## src/rtl/control_unit.sv

```systemverilog
// Multicycle control FSM for the accumulator processor: sequences fetch, decode,
// execute and memory-writeback, and drives the datapath strobes and mux selects.
module control_unit #(
    parameter int OPCODE_WIDTH = 5
) (
    input  logic                    clock,
    input  logic                    control_reset,
    input  logic [OPCODE_WIDTH-1:0] opcode,
    input  logic                    flag_Z,
    input  logic                    flag_N,
    output logic                    ir_wr,
    output logic                    pc_wr,
    output logic                    pc_src,
    output logic                    mem_wr,
    output logic                    acc_wr,
    output logic [1:0]              acc_src,
    output logic                    alu_op,
    output logic                    alu_b_src,
    output logic                    status_wr,
    output logic                    halted,
    output logic [2:0]              state
);

    typedef enum logic [2:0] {
        S_START  = 3'd0,
        S_FETCH  = 3'd1,
        S_DECODE = 3'd2,
        S_EXEC   = 3'd3,
        S_MEM    = 3'd4,
        S_HALT   = 3'd5
    } state_t;

    localparam logic [OPCODE_WIDTH-1:0] OP_HLT  = OPCODE_WIDTH'(0);
    localparam logic [OPCODE_WIDTH-1:0] OP_STO  = OPCODE_WIDTH'(1);
    localparam logic [OPCODE_WIDTH-1:0] OP_LD   = OPCODE_WIDTH'(2);
    localparam logic [OPCODE_WIDTH-1:0] OP_LDI  = OPCODE_WIDTH'(3);
    localparam logic [OPCODE_WIDTH-1:0] OP_ADD  = OPCODE_WIDTH'(4);
    localparam logic [OPCODE_WIDTH-1:0] OP_ADDI = OPCODE_WIDTH'(5);
    localparam logic [OPCODE_WIDTH-1:0] OP_SUB  = OPCODE_WIDTH'(6);
    localparam logic [OPCODE_WIDTH-1:0] OP_SUBI = OPCODE_WIDTH'(7);
    localparam logic [OPCODE_WIDTH-1:0] OP_BEQ  = OPCODE_WIDTH'(8);
    localparam logic [OPCODE_WIDTH-1:0] OP_BNE  = OPCODE_WIDTH'(9);
    localparam logic [OPCODE_WIDTH-1:0] OP_BGT  = OPCODE_WIDTH'(10);
    localparam logic [OPCODE_WIDTH-1:0] OP_BGE  = OPCODE_WIDTH'(11);
    localparam logic [OPCODE_WIDTH-1:0] OP_BLT  = OPCODE_WIDTH'(12);
    localparam logic [OPCODE_WIDTH-1:0] OP_BLE  = OPCODE_WIDTH'(13);
    localparam logic [OPCODE_WIDTH-1:0] OP_JMP  = OPCODE_WIDTH'(14);

    state_t cur_state;
    state_t next_state;
    logic   is_branch;
    logic   branch_taken;

    // Reset forces START, where every output decodes to 0 without a clock edge.
    always_ff @(posedge clock or posedge control_reset) begin
        if (control_reset) begin
            cur_state <= S_START;
        end else begin
            cur_state <= next_state;
        end
    end

    always_comb begin
        is_branch    = 1'b0;
        branch_taken = 1'b0;
        case (opcode)
            OP_BEQ:  begin is_branch = 1'b1; branch_taken = flag_Z;              end
            OP_BNE:  begin is_branch = 1'b1; branch_taken = !flag_Z;             end
            OP_BGT:  begin is_branch = 1'b1; branch_taken = !flag_Z && !flag_N;  end
            OP_BGE:  begin is_branch = 1'b1; branch_taken = !flag_N;             end
            OP_BLT:  begin is_branch = 1'b1; branch_taken = flag_N;              end
            OP_BLE:  begin is_branch = 1'b1; branch_taken = flag_Z || flag_N;    end
            OP_JMP:  begin is_branch = 1'b1; branch_taken = 1'b1;                end
            default: begin is_branch = 1'b0; branch_taken = 1'b0;                end
        endcase
    end

    always_comb begin
        next_state = S_START;
        ir_wr      = 1'b0;
        pc_wr      = 1'b0;
        pc_src     = 1'b0;
        mem_wr     = 1'b0;
        acc_wr     = 1'b0;
        acc_src    = 2'b00;
        alu_op     = 1'b0;
        alu_b_src  = 1'b0;
        status_wr  = 1'b0;
        halted     = 1'b0;
        case (cur_state)
            S_START: next_state = S_FETCH;
            S_FETCH: begin
                ir_wr      = 1'b1;
                pc_wr      = 1'b1;
                next_state = S_DECODE;
            end
            S_DECODE: next_state = S_EXEC;
            S_EXEC: begin
                next_state = S_FETCH;
                case (opcode)
                    OP_HLT: next_state = S_HALT;
                    OP_STO: mem_wr = 1'b1;
                    OP_LDI: begin
                        acc_wr    = 1'b1;
                        acc_src   = 2'b10;
                        status_wr = 1'b1;
                    end
                    OP_ADDI, OP_SUBI: begin
                        acc_wr    = 1'b1;
                        alu_b_src = 1'b1;
                        alu_op    = (opcode == OP_SUBI);
                        status_wr = 1'b1;
                    end
                    // Memory operands: the read address is presented here, data arrives in MEM.
                    OP_LD, OP_ADD, OP_SUB: next_state = S_MEM;
                    default: begin
                        if (is_branch) begin
                            pc_wr  = branch_taken;
                            pc_src = 1'b1;
                        end
                    end
                endcase
            end
            S_MEM: begin
                next_state = S_FETCH;
                case (opcode)
                    OP_LD: begin
                        acc_wr    = 1'b1;
                        acc_src   = 2'b01;
                        status_wr = 1'b1;
                    end
                    OP_ADD, OP_SUB: begin
                        acc_wr    = 1'b1;
                        alu_op    = (opcode == OP_SUB);
                        status_wr = 1'b1;
                    end
                    default: next_state = S_FETCH;
                endcase
            end
            S_HALT: begin
                halted     = 1'b1;
                next_state = S_HALT;
            end
            default: next_state = S_START;
        endcase
    end

    assign state = cur_state;

endmodule

```

## config.mk

```make
export PLATFORM = sky130hd
export DESIGN_NAME = control_unit
export DESIGN_NICKNAME = d
export VERILOG_FILES = /design/src/rtl/control_unit.sv
export SDC_FILE = /design/constraint.sdc
export NUM_CORES = 1
export LEC_CHECK = 0
export BUFFER_PORTS_ARGS = -buffer_cell sky130_fd_sc_hd__buf_2
export CORE_AREA = 2 2 39 41
export DETAILED_ROUTE_END_ITERATION = 16
export DIE_AREA = 0 0 41 43
export GPL_TIMING_DRIVEN = 1
export PLACE_DENSITY_LB_ADDON = 0.2
export SKIP_LAST_GASP = 1
export SYNTH_ARGS = -nofsm -noshare
export SYNTH_HDL_FRONTEND = slang
export SYNTH_SLANG_ARGS = --single-unit
```

## constraint.sdc

```tcl
create_clock -name clock -period 1.9 [get_ports clock]
set_clock_uncertainty 0.05 [all_clocks]
set_input_delay 0.38 -clock clock [delete_from_list [all_inputs] [get_ports clock]]
set_output_delay 0.38 -clock clock [all_outputs]
set_load 0.01 [all_outputs]
```

==> run metrics <==
fill count=between 150 and 200; htree depth=1; Gate power share=between 50% and 60%; final wirelength=867 um; Mapped Avg Cell Area=7.72 um2; Chip Width=between 40 and 50 um; CTS sink count=3; antenna fix cells=0; Largest register FFs=3; Seq cells post-synth=3; Post-Syn Instances=41; largest delay contributor family on the critical path=simple AND/OR/NAND/NOR gates; PwrDens=around 1100 nW/um2; sw power=217 uW; full die area=between 1500 and 2000 um2; CP Capture Type=primary output; critical path class=flip-flop to primary output; core area=between 1000 and 1500 um2; Num CTS Buffers=3; worst min path class=primary input to asynchronous set/reset pin; vias=between 300 and 400; CP max FO=6; die height=43 um; placed insts=77; status=finished, final reports clean; crit share post-route=about 98%; Int Power=354 uW; non-filler instance count after layout=87; drt wl/cell=roughly 10 um; area growth from synthesis to layout=66.4%; drt first pass iters=3; Avg Vias per Cell=4.52; Max stage delay on crit path=~0.42 ns; arrival time of the worst setup path=roughly 1.4 ns; Final Max Tran Viols=0; RSZ-0062 raised after global routing=true; relative slew slack=80.1%; post-synth net total=50; # IOs=23; CTS tree=yes; initial antenna violation count=0; largest net degree at the start of global routing=10; gpl congestion=around 0.65; Worst VDD drop=0.561 mV; Tot GR Track Use=10.5%; worst path required time=1.47 ns; IO Port Bufs=22; clk_lat worst skew=0.23 ns; post-synthesis cell type count=25; number of max-cap violations=0; Seq pwr share=23.1%; Std-Cell Rows=14; register area share after synthesis=23.7%; Clk pin slew, worst setup/hold paths=0.04 ns; Worst-Margin Slew=0.294 ns; maximum clock frequency=538 MHz; drt drc=0; DP HPWL=665 um; Detailed Route Iter0 Violations=4; layout cells sized above 1=56.3%; CP startpoint kind=flip-flop; WP buf/inv=1; initial core utilization=between 20% and 30%; Yosys warnings=0; Antenna Violating Nets Remaining=0; clock share of power=between 15 and 20%; first-pass GRT wire length=~1300 um; grt ovf=0; Final Net Count=81; vias in the first global route=311; cell-by-cell trace of the critical path=and3b_2 -> and4b_1 -> a31o_1 -> buf_2; min Tclk post-route=1.86 ns; Max Buffers Root-to-Sink=2; Setup violations, final=0; Power Total=571 uW; Final Hold Viols=0; Lkg Pwr=0.000280 uW; Root Buffer=clkbuf_4; Net Sw Frac=38.0%; Slowest cell on crit path=dfrtp_2; Post-Synthesis Cell Area=317 um2
## layout make-up
| type | instances | area (um2) | area share (%) |
|---|---|---|---|
| Clock buffer | 4 | 26.3 | 4.99 |
| Inverter | 3 | 11.3 | 2.14 |
| Tap cell | 16 | 20.0 | 3.80 |
| Sequential cell | 3 | 77.6 | 14.7 |
| Timing Repair Buffer | 28 | 158 | 29.9 |
| Multi-Input combinational cell | 33 | 234 | 44.4 |
## worst paths after layout
check,to,slack (ns),depth (start not counted),start
max in group asynchronous,state[0],1.17,3,control_reset
setup / recovery,pc_wr,0.04,4,state[0]
hold / removal,state[2],0.49,3,control_reset
hold reg to reg,state[1],0.55,2,state[2]
setup reg to reg,state[0],0.78,4,state[1]
min in group clock,state[0],0.54,4,opcode[3]
## stage by stage
step	worst slack, ns	util (%)	hold slack, ns	TNS [ns]	instance area, um2
floorplan	0.161	-	0.0836	0	317
global placement	0.235	30.9	0.200	0	428
detailed placement	0.234	30.9	0.195	0	428
CTS	0.00195	33.7	0.459	0	467
global route	-0.0227	38.1	0.494	-0.0432	527
finish	0.0418	38.1	0.491	0	527
## placed cells by master (no fill, tap or decap)
cell           synthesis  layout
xnor2_1                1       1
buf_2                  0      22
and2_1                 1       1
o21ai_0                1       1
nor3b_1                1       1
a31o_1                 1       1
o41ai_1                1       1
a21oi_2                0       1
and4b_1                2       2
dfrtp_1                3       1
dlygate4sd3_1          0       1
nor2b_4                0       1
nand2_1                3       2
nor2_2                 1       1
a31o_2                 1       1
nand2_2                0       1
o221ai_1               1       1
a21oi_1                4       3
dfrtp_2                0       2
nor3b_4                0       1
and3b_2                1       1
a21o_1                 1       1
clkbuf_4               0       3
xor2_1                 1       1
inv_1                  3       3
nor3_1                 1       1
clkbuf_1               0       1
buf_4                  1       5
nand3_2                0       1
or2_1                  1       1
nand3_1                2       1
nor2_1                 6       6
## metal layers
layer	global-route usage [%]	part of all wire, %	vias up
li1	-	-	206
met1	13.3	41	169
met3	2.62	13	0
met4	6.00	0	0
met5	0	0	-
met2	15.3	46	18
## cell families after synthesis
group	Yosys count	synth area share (%)
and+or+nand+nor	21	39.9
AOI/OAI and AO/OA	10	21.3
buffers and inverters	5	9.49
DFF	3	23.7
xor gates and xnor gates	2	5.53
## synthesized netlist by cell type
library cell / n / area share (%)
a21oi_1: 4 / 6.3
nand2_1: 3 / 3.6
xnor2_1: 1 / 2.8
a31o_2: 1 / 2.8
o221ai_1: 1 / 2.8
nor3b_2: 1 / 4.0
nor2_2: 1 / 2.0
or2_1: 1 / 2.0
xor2_1: 1 / 2.8
buf_4: 1 / 2.4
o41ai_1: 1 / 2.8
nor2_1: 6 / 7.1
a31o_1: 1 / 2.8
nor3_1: 1 / 1.6
inv_1: 3 / 3.6
and3b_2: 1 / 3.2
buf_6: 1 / 3.6
nand3_1: 2 / 3.2
a21o_1: 1 / 2.4
dfrtp_1: 3 / 24
and4b_1: 2 / 6.3
nor3b_1: 1 / 2.4
o21ai_0: 1 / 1.6
and2_1: 1 / 2.0
nor2b_2: 1 / 2.8
## power by group through the flow
stage | combinational [uW] | sequential (uW) | clock, uW
4_1_cts | 242 | 142 | 120
3_3_place_gp | 239 | 138 | 0
2_1_floorplan | 145 | 140 | 0
5_1_grt | 367 | 138 | 125
3_5_place_dp | 238 | 138 | 0
6_report | 327 | 132 | 112
## worst min-delay path, stage by stage
cell and delay (ns):
dlygate4sd3_1 0.52, buf_2 0.11, inv_1 0.09
## what timing repair did
item,4_1_cts,5_1_grt
setup endpoints to repair,3,6
pin swaps,0,1
hold buffers,1,0
gates resized for setup,2,5
setup buffers,0,5
endpoints found under the hold margin,3,0
Note: power is estimated with default switching activity, not from simulation.
